<file path="src/rtl/adxl362_sample_scheduler.sv">
// adxl362_sample_scheduler
//   Derives the ODR sample tick from clk_sys and runs one X/Y/Z(/TEMP)
//   conversion sequence per tick over a shared ADC req/ack port, pushing
//   tagged, sign-extended 16-bit words to the sample FIFO.
//
// Build option:
//   ADXL362_TEMP_SAMPLE_EN  defined   : sequence X,Y,Z,TEMP; tdata updates
//                           undefined : sequence X,Y,Z; tdata tied to 0
//
// Ports:
//   clk_sys, rst_n        clock, asynchronous active-low reset
//   enable, odr[2:0]      measurement mode, output data rate select
//   clr_status            clears data_ready/overrun/fifo_ovf (set wins)
//   odr_tick              one-cycle pulse per ODR period
//   adc_req, adc_ch[1:0]  conversion request and channel
//   adc_ack, adc_data     conversion done, signed 12-bit result
//   fifo_full, fifo_wr,   FIFO handshake and {tag, sign-ext data} word
//   fifo_data[15:0]
//   x/y/z/tdata[11:0]     latest results per channel
//   data_ready, overrun,  sticky status flags
//   fifo_ovf
module adxl362_sample_scheduler #(
  parameter int unsigned BASE_DIV = 250000,
  parameter int unsigned CNT_W    = 24
) (
  input  logic        clk_sys,
  input  logic        rst_n,
  input  logic        enable,
  input  logic [2:0]  odr,
  input  logic        clr_status,
  output logic        odr_tick,
  output logic        adc_req,
  output logic [1:0]  adc_ch,
  input  logic        adc_ack,
  input  logic [11:0] adc_data,
  input  logic        fifo_full,
  output logic        fifo_wr,
  output logic [15:0] fifo_data,
  output logic [11:0] xdata,
  output logic [11:0] ydata,
  output logic [11:0] zdata,
  output logic [11:0] tdata,
  output logic        data_ready,
  output logic        overrun,
  output logic        fifo_ovf
);

  typedef enum logic [1:0] {IDLE, REQ, PUSH} state_t;

`ifdef ADXL362_TEMP_SAMPLE_EN
  localparam logic [1:0] LAST_CH = 2'd3;
`else
  localparam logic [1:0] LAST_CH = 2'd2;
`endif

  state_t           r_state;
  logic [1:0]       r_ch;
  logic [2:0]       r_odr;
  logic [CNT_W-1:0] r_cnt;
  logic [11:0]      r_xdata, r_ydata, r_zdata;
  logic [15:0]      r_fifo_data;
  logic             r_data_ready, r_overrun, r_fifo_ovf;

  logic [2:0]       w_odr_sat;
  logic [CNT_W-1:0] w_div;
  logic             w_odr_chg;
  logic             w_tick;

  // Rates above 400 Hz saturate; each step down doubles the period.
  assign w_odr_sat = (r_odr > 3'd5) ? 3'd5 : r_odr;
  assign w_div     = CNT_W'(BASE_DIV) << (3'd5 - w_odr_sat);
  // The registered odr is about to change: restart the period, no tick.
  assign w_odr_chg = (odr != r_odr);
  assign w_tick    = enable && !w_odr_chg && (r_cnt == w_div - CNT_W'(1));

  always_ff @(posedge clk_sys or negedge rst_n) begin
    if (!rst_n) begin
      r_odr <= '0;
      r_cnt <= '0;
    end else begin
      r_odr <= odr;
      if (!enable || w_odr_chg || w_tick)
        r_cnt <= '0;
      else
        r_cnt <= r_cnt + CNT_W'(1);
    end
  end

  always_ff @(posedge clk_sys or negedge rst_n) begin
    if (!rst_n) begin
      r_state      <= IDLE;
      r_ch         <= '0;
      r_xdata      <= '0;
      r_ydata      <= '0;
      r_zdata      <= '0;
      r_fifo_data  <= '0;
      r_data_ready <= 1'b0;
      r_overrun    <= 1'b0;
      r_fifo_ovf   <= 1'b0;
    end else begin
      // Clear first so any set below in the same cycle takes precedence.
      if (clr_status) begin
        r_data_ready <= 1'b0;
        r_overrun    <= 1'b0;
        r_fifo_ovf   <= 1'b0;
      end
      if (w_tick && r_state != IDLE)
        r_overrun <= 1'b1;

      case (r_state)
        IDLE: begin
          if (w_tick) begin
            r_ch         <= '0;
            r_data_ready <= 1'b0;
            r_state      <= REQ;
          end
        end
        REQ: begin
          // Request is held until acked; if disabled meanwhile the
          // result is dropped and the sequence abandoned.
          if (adc_ack) begin
            if (enable) begin
              case (r_ch)
                2'd0: r_xdata <= adc_data;
                2'd1: r_ydata <= adc_data;
                2'd2: r_zdata <= adc_data;
                default: ;
              endcase
              r_fifo_data <= {r_ch, adc_data[11], adc_data[11], adc_data};
              r_state     <= PUSH;
            end else begin
              r_state <= IDLE;
            end
          end
        end
        PUSH: begin
          if (fifo_full)
            r_fifo_ovf <= 1'b1;
          if (r_ch == LAST_CH) begin
            r_data_ready <= 1'b1;
            r_state      <= IDLE;
          end else if (!enable) begin
            r_state <= IDLE;
          end else begin
            r_ch    <= r_ch + 2'd1;
            r_state <= REQ;
          end
        end
        default: r_state <= IDLE;
      endcase
    end
  end

`ifdef ADXL362_TEMP_SAMPLE_EN
  logic [11:0] r_tdata;

  always_ff @(posedge clk_sys or negedge rst_n) begin
    if (!rst_n)
      r_tdata <= '0;
    else if (r_state == REQ && adc_ack && enable && r_ch == 2'd3)
      r_tdata <= adc_data;
  end

  assign tdata = r_tdata;
`else
  assign tdata = '0;
`endif

  assign odr_tick   = w_tick;
  assign adc_req    = (r_state == REQ);
  assign adc_ch     = r_ch;
  assign fifo_wr    = (r_state == PUSH) && !fifo_full;
  assign fifo_data  = r_fifo_data;
  assign xdata      = r_xdata;
  assign ydata      = r_ydata;
  assign zdata      = r_zdata;
  assign data_ready = r_data_ready;
  assign overrun    = r_overrun;
  assign fifo_ovf   = r_fifo_ovf;

endmodule

</file>
<file path="config.mk">
export PLATFORM = sky130hd
export DESIGN_NAME = adxl362_sample_scheduler
export DESIGN_NICKNAME = d
export VERILOG_FILES = /design/src/rtl/adxl362_sample_scheduler.sv
export SDC_FILE = /design/constraint.sdc
export NUM_CORES = 1
export LEC_CHECK = 0
export ABC_AREA = 1
export BUFFER_PORTS_ARGS = -buffer_cell sky130_fd_sc_hd__buf_2
export CAP_MARGIN = 20
export CORE_ASPECT_RATIO = 0.6
export CORE_UTILIZATION = 55
export DETAILED_ROUTE_END_ITERATION = 7
export GPL_TIMING_DRIVEN = 1
export PLACE_DENSITY = 0.76
export SLEW_MARGIN = 20
export SYNTH_ARGS = -nofsm -noshare
export SYNTH_HDL_FRONTEND = slang
export SYNTH_SLANG_ARGS = --single-unit
</file>
<file path="constraint.sdc">
create_clock -name clk_sys -period 2.9 [get_ports clk_sys]
set_input_delay 0.145 -clock clk_sys [delete_from_list [all_inputs] [get_ports clk_sys]]
set_output_delay 0.145 -clock clk_sys [all_outputs]
set_load 0.02 [all_outputs]
</file>
## Yosys cells after proc, flatten, opt, wreduce, memory -nomap -nowiden

Cells that the tools add are included.

- Register bits after elaboration: 86
- Input bits: 21
- Output and inout port bits: 72
- Logic and storage cells: 68

- Add/sub/neg operators: 4
- $lt $le $gt $ge: 1
- Equality and inequality tests: 10
- Shift operators: 1
- Mux-type cells: 21
- Reduce and logical (&&, ||, !) cells: 20

Operator list:

| cell | number |
|---|---|
| $add 24x1->24 const B | 1 |
| $eq 24x24->1 | 1 |
| $mux 24 | 1 |
| $shl 18x3->24 const A | 1 |
| $sub 24x1->24 const B | 1 |
| $reduce_and 4->1 | 4 |
| $mux 2 | 6 |
| $mux 1 | 10 |
| $ne 2x2->1 const B | 3 |
| $pmux 2 s3 | 1 |
| $reduce_bool 2->1 | 3 |
| $eq 2x1->1 const B | 2 |
| $eq 2x2->1 const B | 2 |
| $logic_and 1x1->1 | 4 |
| $logic_not 2->1 | 2 |
| $pmux 2 s2 | 1 |
| $gt 3x3->1 const B | 1 |
| $logic_not 1->1 | 3 |
| $mux 3 | 1 |
| $ne 3x3->1 | 1 |
| $reduce_and 3->1 | 1 |
| $sub 3x3->3 const A | 1 |
| $add 2x1->2 const B | 1 |
| $logic_or 1x1->1 | 2 |
| other kinds (3) | 3 |

## Depth between registers and ports, before layout

- Depth in word-level cells: 9
- Gate-level depth with buffers: 21
- Depth with buffers taken out: 18

## Worst setup path before layout

No wires, ideal clock.

- Path kind: register to output
- From: reg r_odr[1]
- To: out odr_tick
- Arrival time: 2.620 ns
- Required time: 2.755 ns
- Setup slack: 0.135 ns
- Stages on the path, launching flop included: 16
- Path buffers: 3
- Cell sequence: dfrtp_1 buf_6 nand2_1 inv_1 ha_1 buf_4 buf_4 nand2_1 ha_1 xor2_1 inv_1 nand2_1 nand2_1 a21boi_0 nand4_1 nor3_1

- Cells in the longest elaborated chain, start to end: 7
- Elaborated cells between the ends (all ways): 10
- Classes of those cells: 2 x add/sub; 1 x order compare; 2 x eq/ne; 1 x shift; 1 x mux; 3 x reduce/logical

RTL lines:

| element | RTL line | text |
|---|---|---|
| from (decl) | 58 | `logic [2:0] r_odr;` |
| from (signal assigned) | 81 | `r_odr <= odr;` |
| $gt 3x3->1 | 70 | `assign w_odr_sat = (r_odr > 3'd5) ? 3'd5 : r_odr;` |
| $mux 3 | 70 |  |
| $sub 3x3->3 | 71 | `assign w_div = CNT_W'(BASE_DIV) << (3'd5 - w_odr_sat);` |
| $shl 18x3->24 | 71 |  |
| $sub 24x1->24 | 74 | `assign w_tick = enable && !w_odr_chg && (r_cnt == w_div - CNT_W'(1));` |
| $eq 24x24->1 | 74 |  |
| $logic_and 1x1->1 (*) | 74 |  |
| to (decl) | 31 | `output logic odr_tick,` |

Every way passes the cells marked *; elsewhere a longest branch is shown, timed or not.

## Worst setup path after layout

- From: reg r_odr[2]
- To: out odr_tick

Same word-level chain as after synthesis.

==> summary.txt <==
Global route
  – Global-route usage over all layers: 0.285
  – Pin count of the biggest net entering global routing: 85
  – Number of global-route vias before repair: 3422
  – GRT Residual Overflow: 0
  – Antenna violations before repair: 0
  – Wire length of the first global-routing pass: 18.4 mm

Drt
  – DR vias: 4029
  – Iter 0 DRT Violations: 367
  – Initial DRT Pass Iterations: 5
  – DRC Markers: 0
  – Wire length reported by the detailed router: 11.9 mm
  – Routed via count divided by cell count: 5.23
  – Post-detailed-route wirelength per cell: 15.5 um
  – Detail Route Antenna Nets: 0

Die
  – Number of primary I/O pins: 93
  – Die Outline Area: 8610 sq um
  – Die Y-Extent: 72.3 um
  – Starting density of the core: 0.572
  – FP Rows: 25
  – Core ar.: 7910 sq um
  – Die span in x: 119 um

Placed design
  – Buffers on Ports: 80
  – Worst slack at placement: 254 ps
  – DP Wirelength: 8.88 mm
  – Gpl congestion: 1.00

Final layout
  – Commonest cells after routing, fill and taps aside: nand2_1, dfrtp_1, buf_2, nor2_1, inv_1
  – Share of post-route cells with drive strength above 1: 0.232
  – Most common cell after layout, fill and taps aside: nand2_1
  – Area overhead of the layout relative to synthesis: 19.6%
  – ANT cells: 0
  – FILL cells: 653
  – Net count of the finished layout: 685

Critical path
  – Worst Setup Start Kind: flop
  – WP data required: 2760 ps
  – Highest net fanout along the worst path: 5
  – CP Capture Type: output pin
  – Type of the worst setup path: flop to output pin
  – Arr. time, crit path: 2690 ps

Clocking
  – Clock input transition at the sequential cells of the worst setup and hold paths: 60 ps
  – Maximum level of the CTS H-tree: 3
  – Insertion delay of the later-clocked pin in the worst-skew pair: 340 ps
  – Clock tree from TritonCTS: done
  – CTS Root Buffer Type: clkbuf_16
  – Clock Sink Count: 84
  – Number of buffers created by CTS: 9
  – Max Buffers Root-to-Sink: 2

Power
  – Static Leak: 2.77 nW
  – Power density normalized to cell area: 734 nW/um^2
  – Worst vdd rail ir drop: 0.000591 V

Job
  – Max-capacitance violation count: 0

Timing
  – Fin crit share: 0.979
  – Max-slew violation total from the final report: 0
  – Unrepaired setup endpoints after global routing: true
  – Highest Clock Rate: 352 MHz
  – Max-slew headroom: 0.500
  – Setup-failing EPs final: 0
  – Final critical-path required period: 2840 ps
  – Final Skew: 9.25 ps
  – Pin slew with the least headroom to its limit: 750 ps
  – Worst hold slack: 45.7 ps
  – Fin. Hold Viols: 0
  – Final Worst Setup Slack: 60.8 ps

Logic synthesis
  – Leading cell types by total area after synthesis: dfrtp_1, nand2_1, nor2_1
  – Average cell area after synthesis: 7.96 sq um
  – Post-synthesis cell type with the largest combined area: dfrtp_1
  – Synthesized netlist cell count: 569
  – Sequential fraction of the synthesis area: 0.464
  – Area of the mapped netlist: 4530 sq um
  – Count of state elements after synthesis: 84
  – Distinct cells, synth: 36
  – Warnings from Yosys: 0
  – Top cell type's share of synthesized area: 0.464

Worst hold path
  – Class of the most critical hold timing path: primary input to flop

Outcome
  – Outcome: finished, final reports clean
-- flip-flops by register name, indices dropped and copies added (netlist names) --
name / cells
r_state: 2
r_cnt: 24
adc_ch: 2
ydata: 12
zdata: 12
data_ready: 1
fifo_ovf: 1
fifo_data: 14
xdata: 12
overrun: 1
r_odr: 3
-- worst max-delay path, cell delays in order, from the launching register on --
cell     delay, ps
dfrtp_1        380
inv_2           70
nand2_2         80
inv_2           40
ha_4           290
nand2_4         60
ha_4           240
nand2_2         70
nand2_1         60
a21oi_1        120
nand3_1         80
nor2_1         100
nand3_1         90
nor2_2         140
nand4_1        160
nor3_2         210
buf_4          160
-- layout make-up --
class	count	area, sq um	share of cell area
Inverter	68	260	0.0481
Multi-Input combinational cell	396	2030	0.374
Clock inverter	7	82.6	0.0152
Sequential cell	84	2100	0.388
Timing Repair Buffer	99	582	0.107
Tap cell	108	135	0.0250
Clock buffer	9	225	0.0416
-- routing by layer --
| metal | global-route usage | share of wire | vias to the layer above |
|---|---|---|---|
| met5 | 0 | 0 | - |
| met4 | 0.0633 | 0.0043 | 0 |
| met3 | 0.104 | 0.10 | 4 |
| met2 | 0.366 | 0.39 | 171 |
| met1 | 0.448 | 0.50 | 1886 |
| li1 | - | - | 1968 |
-- final timing paths --
path                       startpoint       endpoint  slack [ps]  cells after the start
min                        clr_status       fifo_ovf          50                      2
min reg2reg                  r_cnt[0]       r_cnt[0]         460                      1
max reg2reg                  r_odr[2]      adc_ch[0]         420                     17
max                          r_odr[2]       odr_tick          60                     16
min in group asynchronous       rst_n  fifo_data[14]         420                      2
max in group asynchronous       rst_n       r_odr[0]        1930                      2
-- cells in the mapped netlist, drive strengths merged --
cell and count:
nand2 146, nor3 12, o22ai 2, nor4 4
inv 68, xnor3 1, buf 27, ha 6
conb 1, a21boi 1, clkbuf 5, nor4b 1
nor2 76, or2 2, a21oi 26, a211oi 2
dfrtp 84, nand4 14, o211ai 1, nor3b 4
mux2 6, o21ai 27, nand3 39, xor2 14
-- cell families (layout without fill, tap and decap cells) --
family,after synthesis,in the layout,synth area share
and+or+nand+nor,298,298,0.294
buffers and inverters,100,183,0.107
DFF,84,84,0.464
AOI/OAI and AO/OA,59,59,0.0702
xor gates and xnor gates,15,15,0.0321
adders and majority gates,6,6,0.0166
muxes,6,6,0.0149
other,1,12,0.000828
-- repair_timing --
item                                   CTS  global route
gates resized for setup                  1            14
endpoints found under the hold margin    3            84
pin swaps                                0             6
setup buffers                            0             8
hold buffers                             3             1
setup endpoints to repair                1            12
-- through the flow --
stage	setup TNS, ps	power [mW]	cells	cell area [sq um]	utilization
6_report	0	3.98	771	5420	0.684
5_1_grt	-70.0	4.19	771	5420	0.684
4_1_cts	0	3.98	762	5300	0.669
3_5_place_dp	0	2.79	743	4940	0.625
3_3_place_gp	0	2.75	743	4940	0.625
2_1_floorplan	0	2.38	580	4570	-
-- where the power goes --
part	leakage [nW]	switching (mW)	internal, mW
clock network	0.144	0.489	0.679
registers	1.10	0.152	1.43
logic	1.52	0.818	0.411
Power figures use the tool's default switching activity.
